===== src/rtl/display_arbiter.sv =====
// Round-robin arbiter that lends one seven-segment display to NUM_REQ requesters,
// with a guaranteed minimum tenure of HOLD_CYCLES before a waiting requester can preempt.
module display_arbiter #(
    parameter int NUM_REQ     = 4,
    parameter int HOLD_CYCLES = 50000000
) (
    input  logic                   clk_clk,
    input  logic                   reset_reset,
    input  logic [NUM_REQ-1:0]     req,
    input  logic [4*NUM_REQ-1:0]   req_value,
    output logic [NUM_REQ-1:0]     grant,
    output logic                   busy,
    output logic [6:0]             display_0
);

    localparam int               IDX_W    = $clog2(NUM_REQ);
    localparam int               CNT_W    = $clog2(HOLD_CYCLES);
    localparam logic [CNT_W-1:0] HOLD_MAX = CNT_W'(HOLD_CYCLES - 1);
    localparam logic [IDX_W-1:0] LAST_RST = IDX_W'(NUM_REQ - 1);
    localparam logic [6:0]       BLANK    = 7'b1111111;
    localparam logic [NUM_REQ-1:0] ONE    = NUM_REQ'(1);

    typedef enum logic {IDLE, GRANT} state_t;

    function automatic logic [6:0] seg_decode(input logic [3:0] d);
        logic [6:0] s;
        case (d)
            4'h0: s = 7'b1000000;
            4'h1: s = 7'b1111001;
            4'h2: s = 7'b0100100;
            4'h3: s = 7'b0110000;
            4'h4: s = 7'b0011001;
            4'h5: s = 7'b0010010;
            4'h6: s = 7'b0000010;
            4'h7: s = 7'b1111000;
            4'h8: s = 7'b0000000;
            4'h9: s = 7'b0010000;
            4'hA: s = 7'b0001000;
            4'hB: s = 7'b0000011;
            4'hC: s = 7'b1000110;
            4'hD: s = 7'b0100001;
            4'hE: s = 7'b0000110;
            default: s = 7'b0001110;
        endcase
        return s;
    endfunction

    state_t             state_q;
    logic [NUM_REQ-1:0] grant_q;
    logic               busy_q;
    logic [6:0]         disp_q;
    logic [CNT_W-1:0]   hold_q;
    logic [IDX_W-1:0]   last_q;
    logic [IDX_W-1:0]   owner_q;

    logic [3:0]         nib [NUM_REQ];
    logic [IDX_W-1:0]   winner_d;
    logic [IDX_W-1:0]   cand;
    logic               found_d;
    logic               others_req;

    always_comb begin
        for (int i = 0; i < NUM_REQ; i++) begin
            nib[i] = req_value[4*i +: 4];
        end
    end

    // Search starts just after the previous owner so every requester gets a turn.
    always_comb begin
        winner_d = '0;
        found_d  = 1'b0;
        cand     = '0;
        for (int k = 1; k <= NUM_REQ; k++) begin
            cand = IDX_W'((int'(last_q) + k) % NUM_REQ);
            if (!found_d && req[cand]) begin
                winner_d = cand;
                found_d  = 1'b1;
            end
        end
    end

    assign others_req = |(req & ~grant_q);

    always_ff @(posedge clk_clk or posedge reset_reset) begin
        if (reset_reset) begin
            state_q <= IDLE;
            grant_q <= '0;
            busy_q  <= 1'b0;
            disp_q  <= BLANK;
            hold_q  <= '0;
            last_q  <= LAST_RST;
            owner_q <= '0;
        end else begin
            case (state_q)
                IDLE: begin
                    if (found_d) begin
                        state_q <= GRANT;
                        grant_q <= ONE << winner_d;
                        busy_q  <= 1'b1;
                        last_q  <= winner_d;
                        owner_q <= winner_d;
                        hold_q  <= '0;
                        disp_q  <= seg_decode(nib[winner_d]);
                    end else begin
                        grant_q <= '0;
                        busy_q  <= 1'b0;
                        disp_q  <= BLANK;
                    end
                end
                default: begin
                    // Release has priority over preempt; both land in IDLE for one blank cycle.
                    if (!req[owner_q] || (hold_q == HOLD_MAX && others_req)) begin
                        state_q <= IDLE;
                        grant_q <= '0;
                        busy_q  <= 1'b0;
                        disp_q  <= BLANK;
                    end else begin
                        if (hold_q != HOLD_MAX) begin
                            hold_q <= hold_q + 1'b1;
                        end
                        disp_q <= seg_decode(nib[owner_q]);
                    end
                end
            endcase
        end
    end

    assign grant     = grant_q;
    assign busy      = busy_q;
    assign display_0 = disp_q;

endmodule

===== config.mk =====
export PLATFORM = sky130hd
export DESIGN_NAME = display_arbiter
export DESIGN_NICKNAME = d
export VERILOG_FILES = /design/src/rtl/display_arbiter.sv
export SDC_FILE = /design/constraint.sdc
export NUM_CORES = 1
export LEC_CHECK = 0
export BUFFER_PORTS_ARGS = -buffer_cell sky130_fd_sc_hd__buf_2
export CAP_MARGIN = 25
export CORE_UTILIZATION = 45
export DETAILED_ROUTE_END_ITERATION = 10
export PLACE_DENSITY = 0.64
export SLEW_MARGIN = 25
export SYNTH_ARGS = -nofsm -noshare
export SYNTH_HDL_FRONTEND = slang
export SYNTH_SLANG_ARGS = --single-unit

===== constraint.sdc =====
create_clock -name clk_clk -period 3.4 [get_ports clk_clk]
set_input_delay 0.51 -clock clk_clk [delete_from_list [all_inputs] [get_ports clk_clk]]
set_output_delay 0.51 -clock clk_clk [all_outputs]
set_load 0.01 [all_outputs]

==> results.json, run 1 <==
{
  "initial_core_util_pct": 47.8,
  "post-synth-top-area-fraction_pct": 29.2,
  "skew_ps": 4.08,
  "setup_ws_ps": 547,
  "min_period_ps": 2850,
  "crit_type": "reg -> reg",
  "ys.flop_type": "dfrtp_1",
  "fin_crit_sh_pct": 83.9,
  "rsz0062_at_grt": "false",
  "clock-sinks": 43,
  "root_buffer": "clkbuf_8",
  "postLayoutCellArea_um2": 3230,
  "h-tree-depth": 2,
  "fmax_mhz": 351,
  "async_reset_ff_share_pct": 100,
  "synth_top_cell_by_area": "dfrtp_1",
  "die_h_um": 82.5,
  "syn_avg_cell_area_um2": 9.58,
  "viasPerCell": 5.59,
  "routed_wirelength_mm": 6.29,
  "holdBufCountCts": 0,
  "rows": 28,
  "antenna_found_initial": 0,
  "syn_inst": 304,
  "synthToLayoutAreaGrowth_pct": 11.0,
  "route.vias.total": 2305,
  "drive_gt1_share_pct": 21.7,
  "dp_slack_ps": 463,
  "crit_path_start_kind": "flop",
  "numCtsBuffers": 5,
  "max-vdd-ir-drop_uv": 479,
  "synth_cell_types": 63,
  "cts_resized": 0,
  "crit_fanout": 7,
  "ys_ff_latch": 43,
  "setup_tns_ps": 0,
  "regToRegSetupSlack_ps": 550,
  "n_antenna_cell": 0,
  "yosys_warnings": 0,
  "grt_pass1_vias": 2204,
  "place.gp.congestion": 0.859,
  "total_power_w": 0.00249,
  "place_area_um2": 3130,
  "clk_pin_slew_ps": 80,
  "post-dp-hpwl_mm": 4.65,
  "grt_overflow": 0,
  "grtUsageTotal_pct": 20.7,
  "ff2ff_path_depth": 10,
  "maxCapViolCount": 0,
  "cellLeakagePower_nw": 1.45,
  "tritoncts": "built",
  "mostFrequentLayoutCell": "nor2_1",
  "dieWidth_um": 82.5,
  "final_antenna_net_count": 0,
  "port_buffers": 33,
  "clk_path_buf_depth": 2,
  "max_slew_margin_pct": 38.4,
  "yosysSeqAreaShare_pct": 37.3,
  "cp-end-kind": "flop",
  "final_hold_viol_count": 0,
  "ios": 34,
  "maxSlewViolCount": 0,
  "power_density_nw_per_um2": 770,
  "synthTopCellsByArea": "dfrtp_1, dfstp_2, ha_1",
  "hold_class": "in -> async",
  "syn-cell-area_um2": 2910,
  "finalSetupViolations": 0,
  "grt_pass1_wl_mm": 10.6,
  "worstMarginPinSlew_ps": 924,
  "drc": 0,
  "cp_data_required_time_ps": 3620,
  "fin_nets": 372,
  "r2r_start": "last_q[1]",
  "first_iter_violations": 94,
  "synth_edf_count": 0,
  "holdWs_ps": 339,
  "crit_arrival_ps": 3070,
  "grt_start_max_net_pins": 44,
  "post-cts-setup-buffer-count": 0,
  "routedWlPerCell_um": 15.3,
  "mostFrequentLayoutCells": "nor2_1, dfrtp_1, buf_2",
  "worstReg2RegEnd": "display_0[3]",
  "core_area_um2": 6100,
  "fp.dieArea_um2": 6800,
  "status": "finished, final reports clean",
  "drt-pass1-iter-count": 4,
  "clock_latency_ps": 290,
  "syn_nets": 340
}
power breakdown:
group	internal (W)	leakage, nW	switching, W	total (W)
registers	0.000668	0.557	0.000101	0.000769
logic	0.000553	0.844	0.000816	0.00137
clock network	0.000185	0.0515	0.000166	0.000352
cells in the mapped netlist, drive strengths merged (2+ instances only):
master,number
a32oi,6
buf,4
nand3b,2
o221a,2
a22oi,3
a32o,2
a31oi,3
mux2i,10
dfstp,9
mux4,5
o21a,5
xnor2,9
a21o,2
nand3,10
and3,8
a21oi,10
ha,14
nand2b,2
o22ai,3
dfrtp,34
nor2,40
nand2,29
a22o,2
a211oi,3
and2,3
and4,3
nor2b,5
o21ai,17
nand4,4
inv,13
clkbuf,7
a41o,2
nor3,4
xor2,14
or2,2
per-layer routing:
layer	global-route usage, %	up-vias	routed length, µm
met3	4.07	6	165
met4	5.96	0	61
met2	31.2	32	2790
li1	-	1155	-
met5	0	-	0
met1	29.8	1112	3280
final cells by class:
class / instances / area [µm²]
tap: 75 / 93.8
multi-input combinational: 237 / 1710
fill: 588 / 2860
clock buffer: 8 / 100
timing repair buffer: 36 / 188
inverter: 13 / 48.8
sequential: 43 / 1090
sequential cells by signal, summed over array words and instances, names as in the netlist:
signal	cells
busy	1
owner_q	2
state_q	1
grant	4
hold_q	26
last_q	2
display_0	7
worst max path at each step:
stage	from	to	slack (ps)	cells after the start
final	last_q[1]	display_0[3]	550	10
after floorplan	last_q[1]	display_0[3]	870	10
after detailed placement	req[0]	display_0[3]	460	10
after global routing	last_q[1]	display_0[3]	270	10
after CTS	last_q[1]	display_0[3]	560	10
after global placement	req[0]	display_0[3]	550	10
stage by stage:
step,std cells,util [%]
3_5_place_dp,404,51.4
3_3_place_gp,404,51.4
2_1_floorplan,304,-
6_report,412,53.0
4_1_cts,412,53.0
5_1_grt,412,53.0
critical path, stage by stage (launching register included):
cell       delay (ps)
dfstp_2           590
mux2i_1           280
o21ai_2           130
nor2_1            220
mux2i_1           110
mux2i_1           450
inv_1             170
ha_1              330
nor2_1             50
a2111oi_0         350
nor2_1            100
cells by family after synthesis:
logic type                 count (synthesis)  synth area share (%)
buffers and inverters                     24                  3.95
xor gates and xnor gates                  23                  6.92
muxes                                     16                  7.69
DFF                                       43                  37.3
AOI/OAI and AO/OA                         69                  19.3
and+or+nand+nor                          115                  18.8
adders and majority gates                 14                  6.01
Power figures use the tool's default switching activity.
==> run 2: changes to the inputs <==
PLACE_DENSITY = 0.67   (was 0.64)
clock period = 2.6 ns   (was 3.4 ns; I/O delays follow)
==> results.json, run 2 (synthesis results as in run 1) <==
{
  "initial_core_util_pct": 47.8,
  "grt_pass1_vias": 2290,
  "grt_overflow": 0,
  "cp-startpoint": "last_q[1]",
  "crit_family": "multiplexers",
  "place.gp.congestion": 0.840,
  "finalSetupViolations": 0,
  "ff2ff_path_depth": 10,
  "crit_path_start_kind": "flop",
  "maxSlewViolCount": 0,
  "clock_latency_ps": 300,
  "setup_ws_ps": 183,
  "grt_pass1_wl_mm": 10.9,
  "port_buffers": 33,
  "wl_met2_mm": 3.03,
  "post-dp-hpwl_mm": 4.85,
  "largest_reg_flops": 26,
  "min_period_ps": 2420,
  "routed_wirelength_mm": 6.44,
  "setup_tns_ps": 0,
  "worstMarginPinSlew_ps": 536,
  "r2r_start": "last_q[1]",
  "worstReg2RegEnd": "display_0[5]",
  "die_h_um": 82.5,
  "cp-end-kind": "flop",
  "routedWlPerCell_um": 15.3,
  "ios": 34,
  "core_area_um2": 6100,
  "wl_met3_um": 207,
  "mostFrequentLayoutCells": "nor2_1, dfrtp_1, buf_2",
  "antenna_found_initial": 0,
  "holdBufCountCts": 0,
  "instances_no_fill": 420,
  "cp_num_buf_inv": 1,
  "first_iter_violations": 138,
  "rsz0062_at_grt": "false",
  "final_antenna_net_count": 0,
  "cp_data_required_time_ps": 2830,
  "fp.dieArea_um2": 6800,
  "numCtsBuffers": 5,
  "route.vias.total": 2367,
  "final_hold_viol_count": 0,
  "max-vdd-ir-drop_uv": 564,
  "crit_arrival_ps": 2650,
  "regToRegSetupSlack_ps": 180,
  "grt_start_max_net_pins": 44,
  "root_buffer": "clkbuf_8",
  "viasPerCell": 5.64,
  "mostFrequentLayoutCell": "nor2_1",
  "drc": 0,
  "clk_path_buf_depth": 2,
  "h-tree-depth": 2,
  "n_antenna_cell": 0,
  "crit_fanout": 7,
  "top_layer": "met4",
  "clock-sinks": 43,
  "max_stage_delay_ps": 610,
  "tritoncts": "built",
  "fin_crit_sh_pct": 93.0,
  "top_register": "hold_q",
  "met1Wirelength_mm": 3.11,
  "rows": 28,
  "dieWidth_um": 82.5,
  "skew_ps": 8.38,
  "maxCapViolCount": 0,
  "crit_top_cell": "mux2i_1",
  "cp_cell_sequence": "mux2i_4 > o21ai_2 > nor2_2 > mux2i_1 > mux2i_1 > inv_1 > ha_1 > mux2i_1 > o221a_1 > a21oi_2",
  "slowest_stage": "dfstp_2",
  "power_density_nw_per_um2": 998,
  "status": "finished, final reports clean",
  "crit_type": "reg -> reg",
  "hold_class": "in -> async",
  "dpl.cell_count": 412,
  "fmax_mhz": 414,
  "cellLeakagePower_nw": 1.48,
  "fin_nets": 380,
  "synthToLayoutAreaGrowth_pct": 13.0,
  "clk_pin_slew_ps": 80,
  "max_slew_margin_pct": 64.2,
  "drive_gt1_share_pct": 24.1,
  "grtUsageTotal_pct": 21.4,
  "drt-pass1-iter-count": 4,
  "dp_slack_ps": 93.7
}
[run 2: worst max-delay path by stage]
stage / to / slack [ps] / depth (start not counted)
floorplan: display_0[3] / 70 / 10
global placement: display_0[3] / 170 / 10
detailed placement: display_0[3] / 90 / 10
CTS: display_0[3] / 70 / 10
global route: display_0[3] / 10 / 10
finish: display_0[5] / 180 / 10
[run 2: power breakdown]
part           switching [W]  total, W  internal, W
clock               0.000215  0.000404     0.000189
sequential          0.000130   0.00100     0.000873
combinational        0.00108   0.00188     0.000794
total                0.00143   0.00328      0.00186
[run 2: layer usage]
metal	up-vias	GRT usage, %
met1	1139	28.7
met5	-	0
met3	11	3.63
li1	1170	-
met4	0	7.72
met2	47	34.8
[run 2: metrics by stage]
stage	cell area, µm²	power (W)	utilization [%]	hold slack (ps)
floorplan	2910	0.00240	-	486
global placement	3190	0.00281	52.4	498
detailed placement	3190	0.00286	52.4	513
CTS	3270	0.00327	53.7	237
global route	3290	0.00356	54.0	286
finish	3290	0.00328	54.0	227
[run 2: repair_timing]
action,4_1_cts,5_1_grt
setup endpoints to repair,0,6
buffers inserted,0,0
gates resized for setup,0,5
[run 2: final cells by class]
| cell class | instances | area (µm²) |
|---|---|---|
| fillers | 575 | 2810 |
| repair buffers | 44 | 248 |
| inverters | 13 | 48.8 |
| clock buffers | 7 | 76.3 |
| flip-flops and latches | 43 | 1090 |
| multi-input cells | 237 | 1730 |
| clock inverters | 1 | 5.00 |
| well taps | 75 | 93.8 |
[run 2: worst register-to-register path: cells and delay by family (launching register included)]
family	cells	cell delay, ps
multiplexers	4	680
flip-flops	1	610
AO/OA/AOI/OAI	3	480
adder cells (fa/ha/maj)	1	270
AND/OR/NAND/NOR	1	190
buffers and inverters	1	110
